[src/rtl/cpu_clk_sched_pkg.sv]
// Shared encodings for the CPU clock scheduler: operating modes, scheduler
// states and the tick-bit clamp helper.
package cpu_clk_sched_pkg;

   localparam logic [1:0] MODE_HALT = 2'b00;
   localparam logic [1:0] MODE_RUN  = 2'b01;
   localparam logic [1:0] MODE_STEP = 2'b10;

   typedef enum logic [1:0] {
      ST_HALT      = 2'd0,
      ST_RUN       = 2'd1,
      ST_STEP_WAIT = 2'd2
   } sched_state_t;

   // Highest prescaler bit that must be ones for a tick; 11 and 00 both halt.
   function automatic int unsigned tick_bit(input logic [4:0] sel, input int unsigned max_bit);
      return ({27'd0, sel} > max_bit) ? max_bit : {27'd0, sel};
   endfunction

   function automatic logic is_halt_mode(input logic [1:0] m);
      return !(m == MODE_RUN || m == MODE_STEP);
   endfunction

endpackage

[src/rtl/cpu_clk_sched_btn_edge_sync.sv]
// Two-flop synchronizer for the raw step button followed by a registered
// rising-edge detector; the pulse lands 3 cycles after the button rises.
module btn_edge_sync (
   input  logic clk,
   input  logic reset,
   input  logic btn,
   output logic pulse
);

   logic sync1, sync2, prev;

   always_ff @(posedge clk) begin
      if (reset) begin
         sync1 <= 1'b0;
         sync2 <= 1'b0;
         prev  <= 1'b0;
         pulse <= 1'b0;
      end else begin
         sync1 <= btn;
         sync2 <= sync1;
         prev  <= sync2;
         pulse <= sync2 & ~prev;
      end
   end

endmodule

[src/rtl/cpu_clk_sched.sv]
// CPU clock-enable scheduler: free-running prescaler, HALT/RUN/STEP FSM and
// VGA pixel enable. Define CPU_CYCLE_COUNT_EN to add the cycle_count output.
import cpu_clk_sched_pkg::*;

module cpu_clk_sched #(
   parameter int CNT_W        = 24,
   parameter int PIX_DIV_LOG2 = 2
) (
   input  logic       clk,
   input  logic       reset,
   input  logic [1:0] mode,
   input  logic [4:0] div_sel,
   input  logic       step_btn,
   input  logic       halt_req,
   output logic       cpu_en,
   output logic       pix_en,
   output logic       running
`ifdef CPU_CYCLE_COUNT_EN
   ,output logic [31:0] cycle_count
`endif
);

   logic [CNT_W-1:0] cnt;
   logic [CNT_W-1:0] tick_mask;
   int unsigned      k;
   logic             tick;
   logic             step_pulse;
   logic             cpu_en_raw;
   sched_state_t     state, state_nxt;

   always_ff @(posedge clk) begin
      if (reset) cnt <= '0;
      else       cnt <= cnt + CNT_W'(1);
   end

   // Tick when cnt[k:0] are all ones; a shift of CNT_W leaves the mask full.
   always_comb begin
      k         = tick_bit(div_sel, CNT_W - 1);
      tick_mask = ~({CNT_W{1'b1}} << (k + 1));
      tick      = &(cnt | ~tick_mask);
   end

   generate
      if (PIX_DIV_LOG2 > 0) begin : g_pix
         assign pix_en = ~reset & (&cnt[PIX_DIV_LOG2-1:0]);
      end else begin : g_pix_every
         assign pix_en = ~reset;
      end
   endgenerate

   btn_edge_sync u_btn (
      .clk   (clk),
      .reset (reset),
      .btn   (step_btn),
      .pulse (step_pulse)
   );

   always_ff @(posedge clk) begin
      if (reset) state <= ST_HALT;
      else       state <= state_nxt;
   end

   // Presses are only acted on in HALT, so ones seen in RUN/STEP_WAIT vanish.
   always_comb begin
      state_nxt  = state;
      cpu_en_raw = 1'b0;
      case (state)
         ST_HALT: begin
            if (mode == MODE_RUN && !halt_req)
               state_nxt = ST_RUN;
            else if (mode == MODE_STEP && step_pulse)
               state_nxt = ST_STEP_WAIT;
         end
         ST_RUN: begin
            if (mode != MODE_RUN || halt_req)
               state_nxt = ST_HALT;
            else
               cpu_en_raw = tick;
         end
         ST_STEP_WAIT: begin
            if (is_halt_mode(mode)) begin
               state_nxt = ST_HALT;
            end else begin
               cpu_en_raw = tick;
               if (tick) state_nxt = ST_HALT;
            end
         end
         default: state_nxt = ST_HALT;
      endcase
   end

   assign cpu_en  = cpu_en_raw & ~reset;
   assign running = (state == ST_RUN) & ~reset;

`ifdef CPU_CYCLE_COUNT_EN
   always_ff @(posedge clk) begin
      if (reset)       cycle_count <= '0;
      else if (cpu_en) cycle_count <= cycle_count + 32'd1;
   end
`endif

endmodule

[config.mk]
export PLATFORM = sky130hd
export DESIGN_NAME = cpu_clk_sched
export DESIGN_NICKNAME = d
export VERILOG_FILES = /design/src/rtl/cpu_clk_sched_pkg.sv /design/src/rtl/cpu_clk_sched_btn_edge_sync.sv /design/src/rtl/cpu_clk_sched.sv
export SDC_FILE = /design/constraint.sdc
export NUM_CORES = 1
export LEC_CHECK = 0
export BUFFER_PORTS_ARGS = -buffer_cell sky130_fd_sc_hd__buf_2
export CAP_MARGIN = 20
export CORE_ASPECT_RATIO = 1.75
export CORE_UTILIZATION = 50
export DETAILED_ROUTE_END_ITERATION = 7
export MAX_ROUTING_LAYER = met4
export PLACE_DENSITY = 0.71
export SLEW_MARGIN = 20
export SYNTH_ARGS = -nofsm -noshare
export SYNTH_HDL_FRONTEND = slang
export SYNTH_HIERARCHICAL = 1
export SYNTH_SLANG_ARGS = --single-unit
[constraint.sdc]
create_clock -name clk -period 2.7 [get_ports clk]
set_input_delay 0.27 -clock clk [delete_from_list [all_inputs] [get_ports clk]]
set_output_delay 0.27 -clock clk [all_outputs]
set_load 0.05 [all_outputs]
# Word-level counts from Yosys, hierarchy flattened
# Cells that the tools add are included.
op_classes:
  n_addsub: 2
  n_lt_le_gt_ge: 1
  n_eq_ne: 8
  n_shift: 1
  mux: 10
  bitwise_logic: 9
  n_reduce_logical: 9
ops:
  columns: ["op", "n"]
  rows:
  - ["inverter 24 bit", 2]
  - ["adder 24 x 1 -> 24 bit (second input constant)", 1]
  - ["OR 24 bit", 1]
  - ["AND reduction 24 bit", 1]
  - ["<< shifter 24 x 6 -> 24 bit (first input constant)", 1]
  - ["two-way mux 2 bit", 5]
  - ["adder 5 x 1 -> 6 bit (second input constant)", 1]
  - ["inequality test 3 bit (second input constant)", 2]
  - ["one-hot mux 2 bit (3 select lines)", 1]
  - ["greater-than comparator 5 bit (second input constant)", 1]
  - ["two-way mux 5 bit", 1]
  - ["AND 1 bit", 4]
  - ["equality test 2 x 1 -> 1 bit (second input constant)", 2]
  - ["equality test 2 bit (second input constant)", 2]
  - ["AND reduction 3 bit", 1]
  - ["logical AND 1 bit", 2]
  - ["zero test 2 bit", 1]
  - ["logical OR 1 bit", 2]
  - ["two-way mux 1 bit", 2]
  - ["inequality test 2 x 1 -> 1 bit (second input constant)", 1]
  - ["inequality test 2 bit (second input constant)", 1]
  - ["inverter 1 bit", 2]
  - ["one-hot mux 1 bit (2 select lines)", 1]
  - ["AND reduction 2 bit", 1]
  - ["zero test 1 bit", 1]
word_totals:
  regBits: 30
  inputBits: 11
  out_inout_bits: 3
  elab_cells: 46

# Logic depth before layout (Yosys ltp)
# Gate-level depths: netlist of run 1.
depth:
  ltp_word: 11
  depth_mapped: 13
  depth_no_buf: 11

# Hierarchy
# Netlist of run 1, hierarchy kept.
by_module_without_submodules:
  columns: ["module", "instances", "cells_per_inst", "area_each_um2", "seq_area_each_um2"]
  rows:
  - ["cpu_clk_sched", 1, 210, 1760.4, 520.5]
  - ["btn_edge_sync", 1, 8, 111.4, 80.1]

# Least setup slack after synthesis of run 1
# Ideal clock, no wire load.
synth_path:
  path_kind: "input -> output"
  startpoint: "in div_sel[3]"
  endpoint: "out cpu_en"
  t_arrival_ps: 2788
  t_required_ps: 2430
  path_slack_ps: -358
  cell_stages: 13
  n_path_buf: 2
  cell_sequence: "buf_6 -> nand2_1 -> nand2b_1 -> ha_1 -> inv_1 -> ha_1 -> buf_6 -> and2b_2 -> o22ai_1 -> o41ai_2 -> and4_1 -> nand3_2 -> a2111oi_4"
synth_between:
  elab_chain_len: 11
  word_cells_on_any_way: 12
  cone_classes: "add/sub: 1; order compare: 1; shift: 1; mux: 4; bitwise: 4; reduce/logical: 1"
synth_rtl:
  columns: ["item", "line", "rtl"]
  rows:
  - ["from (decl)", "cpu_clk_sched.sv:12", "input logic [4:0] div_sel,"]
  - ["greater-than comparator 5 bit", "cpu_clk_sched_pkg.sv:17", "return ({27'd0, sel} > max_bit) ? max_bit : {27'd0, sel};"]
  - ["two-way mux 5 bit (*)", "cpu_clk_sched_pkg.sv:17", null]
  - ["adder 5 x 1 -> 6 bit (*)", "cpu_clk_sched.sv:39", "tick_mask = ~({CNT_W{1'b1}} << (k + 1));"]
  - ["<< shifter 24 x 6 -> 24 bit (*)", "cpu_clk_sched.sv:39", null]
  - ["inverter 24 bit (*)", "cpu_clk_sched.sv:39", null]
  - ["inverter 24 bit (*)", "cpu_clk_sched.sv:40", "tick = &(cnt | ~tick_mask);"]
  - ["OR 24 bit (*)", "cpu_clk_sched.sv:40", null]
  - ["AND reduction 24 bit (*)", "cpu_clk_sched.sv:40", null]
  - ["two-way mux 1 bit (on tied branches)", "cpu_clk_sched.sv:81, cpu_clk_sched.sv:75", null]
  - ["one-hot mux 1 bit (2 select lines) (*)", "cpu_clk_sched.sv:67", "case (state)"]
  - ["AND 1 bit (*)", "cpu_clk_sched.sv:92", "assign cpu_en = cpu_en_raw & ~reset;"]
  - ["to (decl)", "cpu_clk_sched.sv:15", "output logic cpu_en,"]
# Mark *: on every way between the ends. The rest lies on a longest branch, timed or not.

# Worst setup path after layout of run 1
# Same ends and word-level chain as after synthesis.

==> metrics.sh, run 1 <==
FIN_CELLS=295
GLOBAL_ROUTE_WIRE_LENGTH_BEFORE_REPAIR_MM=6.941
PLACE_HPWL_MM=3.269
RSZ_0062_RAISED_AFTER_GLOBAL_ROUTING='yes'
CTS_BUFFERS=5
CLK_LATENCY_NS=0.28
PLACE.PORT_BUFFERS=13
HOLDCRITPATHCLASS='in -> reg'
FINAL-HOLD-VIOLATION-COUNT=0
FMAX_MHz=381.7
SYNTHMOSTINSTANTIATEDCELL='dfxtp_1'
DESIGN.FINAL.NETS=269
SYNTH_AREA_PER_CELL_UM2=8.586
FLOORPLAN.CORE_AREA_MM2=0.003592
SYNTH.FF_LATCH_COUNT=30
LAYOUT_WORST_PATH_CYCLE_SHARE_PCT=97.02
AREA.GROWTH.SYNTH_TO_FINAL_PCT=20.79
CTS_MAX_LEVEL=2
YOSYS_MOST_USED_DFF='dfxtp_1'
CRITICAL_PATH_CLASS='in -> out'
WL_MM=4.249
START_UTIL_PCT=52.11
YOSYS.AREA.TOP_TYPE_SHARE_PCT=32.09
STD_CELL_ROWS=29
MIN_PERIOD_NS=2.620
SETUP_VIOLATIONS=0
CLK_PIN_SLEW_NS=0.07
POWERDENSITY_mW_PER_MM2=470.9
CRITICAL_PATH.ENDPOINT_TYPE='output pin'
DRC=0
MAPPEDNETLISTNETS=239
DRT_ITER0_MARKERS=32
LARGEST_NET_DEGREE_AT_THE_START_OF_GLOBAL_ROUTING=35
ANTENNA_FOUND_INITIAL=0
SYNTH_CELL_TYPES=54
YS_TOP_CELLS_BY_AREA='dfxtp_1 (32%), xor2_1 (7.5%), ha_1 (6.7%), nor2_1 (5.8%), nand3_1 (3.7%)'
CTS_TREE='built'
ROUTE.ANTENNA.REMAINING_NETS=0
GRT_USAGE_PCT=24.17
IR_WORST_VDD_mV=0.3851
FIN_WS_NS=0.08044
GP_CONGESTION=0.8830
DIE-WIDTH_UM=48.25
YOSYS_WARNINGS=6
STATUS='completed'
SYNTH_LARGEST_AREA_CELL='dfxtp_1'
ROUTE.VIAS.TOTAL=1663
DR.PASS1.ITERS=4
PLACED_CELL_AREA_MM2=0.002108
FRACTION_OF_SYNTHESIS_FLOPS_USING_AN_ASYNCHRONOUS_SET_OR_RESET_PIN_PCT=0
CRIT_FANOUT=6
REQUIRED_NS=2.43
FIRST_GLOBAL_VIAS=1664
FIN_TNS_SETUP_NS=0
PLACE.DETAILED.INSTANCES=285
CTS_NUM_SINKS=30
CTS.PATH.MAX_BUFFERS=2
SYNTH.YOSYS.SEQ_AREA_SHARE_PCT=32.09
MAXSLEWHEADROOM_PCT=58.33
ROUTED_VIA_DENSITY=5.637
DPL_WORST_SLACK_NS=-0.1676
GRT.OVERFLOW.TOTAL=0
POST_SYNTH_INST_COUNT=218
SYNTH_COMMON_CELLS='dfxtp_1 (30), nor2_1 (29), xor2_1 (16)'
SYNTH-EDFF-COUNT=0
IOS=14
DIE_HEIGHT_UM=82.94
SYNTHESIS.AREA_MM2=0.001872
CLOCKROOTBUFFER='clkbuf_8'
MAX_CAP_VIOLATIONS=0
WHS_NS=0.2179
CP_DATA_ARRIVAL_TIME_NS=2.35
FINISH.INSTANCE_AREA_MM2=0.002261
PINS_OVER_THEIR_SLEW_LIMIT=0
LAYOUT-DRIVE-GT1-SHARE_PCT=26.51
WORST-SLEW-PIN-TRANSITION_NS=0.6251
STATIC_LEAKAGE_nW=0.8884
CRITICAL_PATH_STARTPOINT_CATEGORY='input port'
SKEW_NS=0.003695
FP.DIEAREA_MM2=0.004002
ANTENNA_CELLS_INSERTED=0
ROUTE.DETAILED.WL_PER_INST_UM=14.40
## worst max-delay path: stages
cell and delay (ns):
buf_6 0.09, nand2_4 0.06, nand2b_4 0.08, ha_4 0.13, inv_2 0.04, ha_4 0.28, and2b_2 0.18, o22ai_2 0.09
o41ai_2 0.31, and4_1 0.26, nand3_2 0.09, a2111oi_4 0.25, buf_6 0.21
## what timing repair did
| action | CTS | global route |
|---|---|---|
| resized for setup | 3 | 8 |
| hold buffers | 0 | 0 |
| pin swaps | 3 | 0 |
| setup buffers | 2 | 0 |
| endpoints found under the setup margin | 1 | 1 |
## logic make-up (layout without fill, tap and decap cells)
logic type	after synthesis	count (layout)	synth area share [%]
and+or+nand+nor	98	98	28.68
AOI/OAI and AO/OA	42	42	18.18
buffers and inverters	17	48	4.211
DFF	30	30	32.09
muxes	1	1	0.8019
adders and majority gates	10	10	6.684
xor gates and xnor gates	20	20	9.358
## flip-flops by register name, indices dropped and copies added (netlist names)
register     flops
u_btn/sync2      1
u_btn/sync1      1
u_btn/prev       1
u_btn/pulse      1
state            2
cnt             24
## final cells by class
class,instances,area (um2)
clock buffers,6,82.58
clock inverters,2,12.51
fillers,325,1331
inverters,12,45.04
multi-input cells,171,1262
flip-flops and latches,30,600.6
well taps,46,57.56
repair buffers,28,200.2
## cells in the final DEF (no fill, tap or decap), types with 8 or more instances in the layout
cell type and n:
inv_1 10, xor2_1 16, nor2_1 29, nor2b_1 8, buf_4 15, nand2_1 10, buf_2 10, dfxtp_1 30
nand3_1 14
## through the flow
stage	util (%)	total power, W
6_report	62.94	0.001065
4_1_cts	62.00	0.001065
3_5_place_dp	58.69	0.0006833
3_3_place_gp	58.69	0.0006774
5_1_grt	62.94	0.001116
2_1_floorplan	-	0.0006212
## report_power, final
| part | leakage [nW] | switching [W] | internal [W] |
|---|---|---|---|
| Combinational | 0.598 | 0.000119 | 0.0000992 |
| Sequential | 0.243 | 0.00000955 | 0.000455 |
| Clock | 0.0472 | 0.000177 | 0.000205 |
## metal layers
layer | share of wire, % | track usage (%) | up-vias
li1 | - | - | 826
met1 | 38 | 23.53 | 788
met2 | 55 | 40.97 | 38
met3 | 3.1 | 5.652 | 11
met4 | 3.7 | 11.87 | 0
met5 | 0 | - | -
## path summary, 6_finish.rpt
path	start	to	slack [ns]	cells past startpoint
worst max-delay path	div_sel[3]	cpu_en	0.08	13
worst min-delay path	step_btn	u_btn/sync1	0.22	2
worst max register to register	cnt[0]	cnt[20]	0.57	7
worst min register to register	u_btn/prev	u_btn/pulse	0.43	1
Power figures use the tool's default switching activity.
==> inputs of run 2 (changes only) <==
CORE_ASPECT_RATIO = 1.4   (was 1.75)
CORE_UTILIZATION = 39   (was 50)
PLACE_DENSITY = 0.63   (was 0.71)
==> run 2 against run 1 <==
Net effect:
- non-clock buffer count is 1 lower
- clock power increased by 21%
- clock skew up 0.0023 ns
- combinational power down 3%
- die area up 27%
- critical path type unchanged
==> metrics.sh, run 2 (synthesis gave the netlist of run 1 again) <==
STATUS='completed'
CLK_PIN_SLEW_NS=0.06  # about the same
DESIGN.FINAL.NETS=268  # -0.37%
ROUTE.VIAS.TOTAL=1593  # -4.2%
START_UTIL_PCT=40.94  # -11 points
LARGEST_REGISTER_FF_COUNT=24  # unchanged
WL_MET2_MM=2.007  # -14%
DRC=0  # unchanged
SLOWEST_STAGE='o41ai_2'
M1WIRELENGTH_MM=1.790  # +11%
DR.PASS1.ITERS=4  # unchanged
REQUIRED_NS=2.43  # about the same
FLOORPLAN.CORE_AREA_MM2=0.004572  # +27%
FF_TO_FF_END='cnt[20]'
FINAL-HOLD-VIOLATION-COUNT=0  # unchanged
FP.DIEAREA_MM2=0.005084  # +27%
PINS_OVER_THEIR_SLEW_LIMIT=0  # unchanged
ANTENNA_FOUND_INITIAL=0  # unchanged
ROUTE.DETAILED.WL_PER_INST_UM=12.99  # -9.8%
WORSTPATHCELLLIST='buf_6 -> nand2_4 -> nand2b_4 -> ha_4 -> inv_2 -> ha_4 -> and2b_2 -> o22ai_2 -> o41ai_2 -> and4_1 -> nand3_2 -> a2111oi_4 -> buf_6'
WHS_ENDPOINT='u_btn/sync1'
CRITICAL_PATH_CLASS='in -> out'
R2R.WORST_PATH.CELLS=7  # unchanged
WORSTHOLDSTART='step_btn'
FILL_CELLS=462  # +42%
CRITICAL_PATH.ENDPOINT_TYPE='output pin'
DIE_HEIGHT_UM=83.97  # +1.2%
CTS_BUFFERS=5  # unchanged
MIN_PERIOD_NS=2.611  # -0.008437 ns
FINISH.INSTANCE_AREA_MM2=0.002275  # +0.61%
LAYOUT_TOP_REGISTERS='cnt x24, state x2'
NETSWITCHINGFRACTION_PCT=25.55  # -3.2 points
LAYOUT-DRIVE-GT1-SHARE_PCT=25.51  # -1.0 points
SHARE_COMB_OF_TOTAL_POWER_PCT=18.7  # -1.8 points
IOS=14  # unchanged
FMAX_MHz=383.0  # +0.32%
CTS_MAX_LEVEL=2  # unchanged
CRITICAL_PATH_STARTPOINT_CATEGORY='input port'
GRT.OVERFLOW.TOTAL=0  # unchanged
SHARE_CLK_OF_TOTAL_POWER_PCT=40.5  # +4.6 points
PLACE.PORT_BUFFERS=13  # unchanged
AREA.GROWTH.SYNTH_TO_FINAL_PCT=21.52
STD_CELL_ROWS=29  # unchanged
CRIT_FANOUT=6  # unchanged
CTS_NUM_SINKS=30  # unchanged
MET3_LENGTH_UM=126  # -5.3%
ROUTED_VIA_DENSITY=5.155  # -8.5%
CRITPATHTOPFAMILY='simple AND/OR/NAND/NOR gates'
GRT_USAGE_PCT=17.42  # -6.8 points
MAXSLEWHEADROOM_PCT=57.39  # -0.94 points
REG2REG_FROM='cnt[0]'
CTS_TREE='built'
CELL_INTERNAL_POWER_DISSIPATION_W=0.0008472  # +12%
CRITPATHMAXSTAGEDELAY_NS=0.37  # +0.06 ns
P_SWITCHING_W=0.0002908  # -4.9%
WHS_NS=0.2097  # -0.008116 ns
GLOBAL_ROUTE_WIRE_LENGTH_BEFORE_REPAIR_MM=6.451  # -7.1%
HOLDCRITPATHCLASS='in -> reg'
CLK_LATENCY_NS=0.28  # about the same
STATIC_LEAKAGE_nW=0.8915  # +0.36%
R2R_SLACK_NS=0.62  # +0.05 ns
POWERDENSITY_mW_PER_MM2=500.3  # +6.3%
PLACE_HPWL_MM=3.008  # -8.0%
FIRST_GLOBAL_VIAS=1466  # -12%
MOST_COMMON_CELL_AFTER_LAYOUT_FILL_AND_TAPS_ASIDE='dfxtp_1'
GP_CONGESTION=0.8084  # -8.4%
ROUTE.TOP_LAYER_USED='met4'
PLACED_CELL_AREA_MM2=0.002128  # +0.95%
SKEW_NS=0.005964  # +0.002269 ns
LARGEST_NET_DEGREE_AT_THE_START_OF_GLOBAL_ROUTING=35  # unchanged
CP_NUM_BUF_INV=3  # unchanged
CTS_HOLD_BUFFERS=0  # unchanged
DRT_ITER0_MARKERS=61  # +91%
CTS.PATH.MAX_BUFFERS=2  # unchanged
SETUP_VIOLATIONS=0  # unchanged
LAYOUT_WORST_PATH_CYCLE_SHARE_PCT=96.71  # -0.31 points
MAX_CAP_VIOLATIONS=0  # unchanged
WORST-SLEW-PIN-TRANSITION_NS=0.6391  # +0.01405 ns
ROUTE.ANTENNA.REMAINING_NETS=0  # unchanged
SEQ_POWER_SHARE_PCT=40.8  # -2.8 points
DIE-WIDTH_UM=60.55  # +25%
RSZ_0062_RAISED_AFTER_GLOBAL_ROUTING='yes'
WL_MM=4.015  # -5.5%
IR_WORST_VDD_mV=0.2929  # -24%
CP_DATA_ARRIVAL_TIME_NS=2.34  # about the same
MOST-COMMON-LAYOUT-CELLS='dfxtp_1 (30), nor2_1 (29), xor2_1 (16), nand3_1 (14), buf_4 (14)'
TIMING.HOLD.WORST_PATH_DEPTH=2  # unchanged
CLOCKROOTBUFFER='clkbuf_8'
REGISTERS.TOP_BY_FF_COUNT='cnt'
ANTENNA_CELLS_INSERTED=0  # unchanged
==> run 2: how the worst max path moves through the flow <==
stage	startpoint	endpoint	cells after the start
2_1_floorplan	div_sel[3]	cpu_en	13
3_3_place_gp	div_sel[3]	cpu_en	13
3_5_place_dp	div_sel[3]	cpu_en	13
4_1_cts	div_sel[3]	cpu_en	13
5_1_grt	div_sel[4]	cpu_en	14
6_report	div_sel[4]	cpu_en	13
==> run 2: per-stage QoR <==
| stage | utilization, % | total power, W | TNS (ns) | worst slack, ns | cells |
|---|---|---|---|---|---|
| after global routing | 49.75 | 0.001189 | -0.01339 | -0.01339 | 309 |
| final | 49.75 | 0.001138 | 0 | 0.08887 | 309 |
| after detailed placement | 46.55 | 0.0006794 | -0.1697 | -0.1697 | 301 |
| after floorplan | - | 0.0006212 | -0.2167 | -0.2167 | 218 |
| after CTS | 49.15 | 0.001141 | 0 | 0.02621 | 308 |
| after global placement | 46.55 | 0.0006792 | -0.1198 | -0.1198 | 301 |
==> run 2: what timing repair did <==
action,CTS,global route
endpoints found under the setup margin,1,1
resized for setup,2,6
pin swaps,4,2
setup buffers,0,1
==> run 2: area by class of cell <==
type / count / area (um2) / area share (%)
multi-input combinational: 171 / 1250 / 54.95
clock buffer: 6 / 82.58 / 3.630
clock inverter: 1 / 30.03 / 1.320
tap: 62 / 77.57 / 3.410
inverter: 12 / 45.04 / 1.980
sequential: 30 / 600.6 / 26.40
timing repair buffer: 27 / 188.9 / 8.306
==> run 2: power groups by stage <==
stage | sequential, W | combinational, W | clock, W
final | 0.000464 | 0.000212 | 0.000461
after global routing | 0.000466 | 0.000234 | 0.000489
after CTS | 0.000464 | 0.000207 | 0.000470
after detailed placement | 0.000474 | 0.000205 | 0
after global placement | 0.000474 | 0.000205 | 0
after floorplan | 0.000472 | 0.000149 | 0
==> run 2: worst register-to-register path, stage by stage (launching register included) <==
cell and delay [ns]:
dfxtp_1 0.41, ha_1 0.28, nand4_1 0.20, or3_1 0.45, nor2_1 0.27, nand3_1 0.13, xor2_1 0.15, nor2_1 0.05
==> run 2: routing by layer <==
metal	vias to the layer above	track usage [%]
met2	26	29.27
met5	-	-
met1	731	18.85
met4	0	6.818
li1	829	-
met3	7	4.651
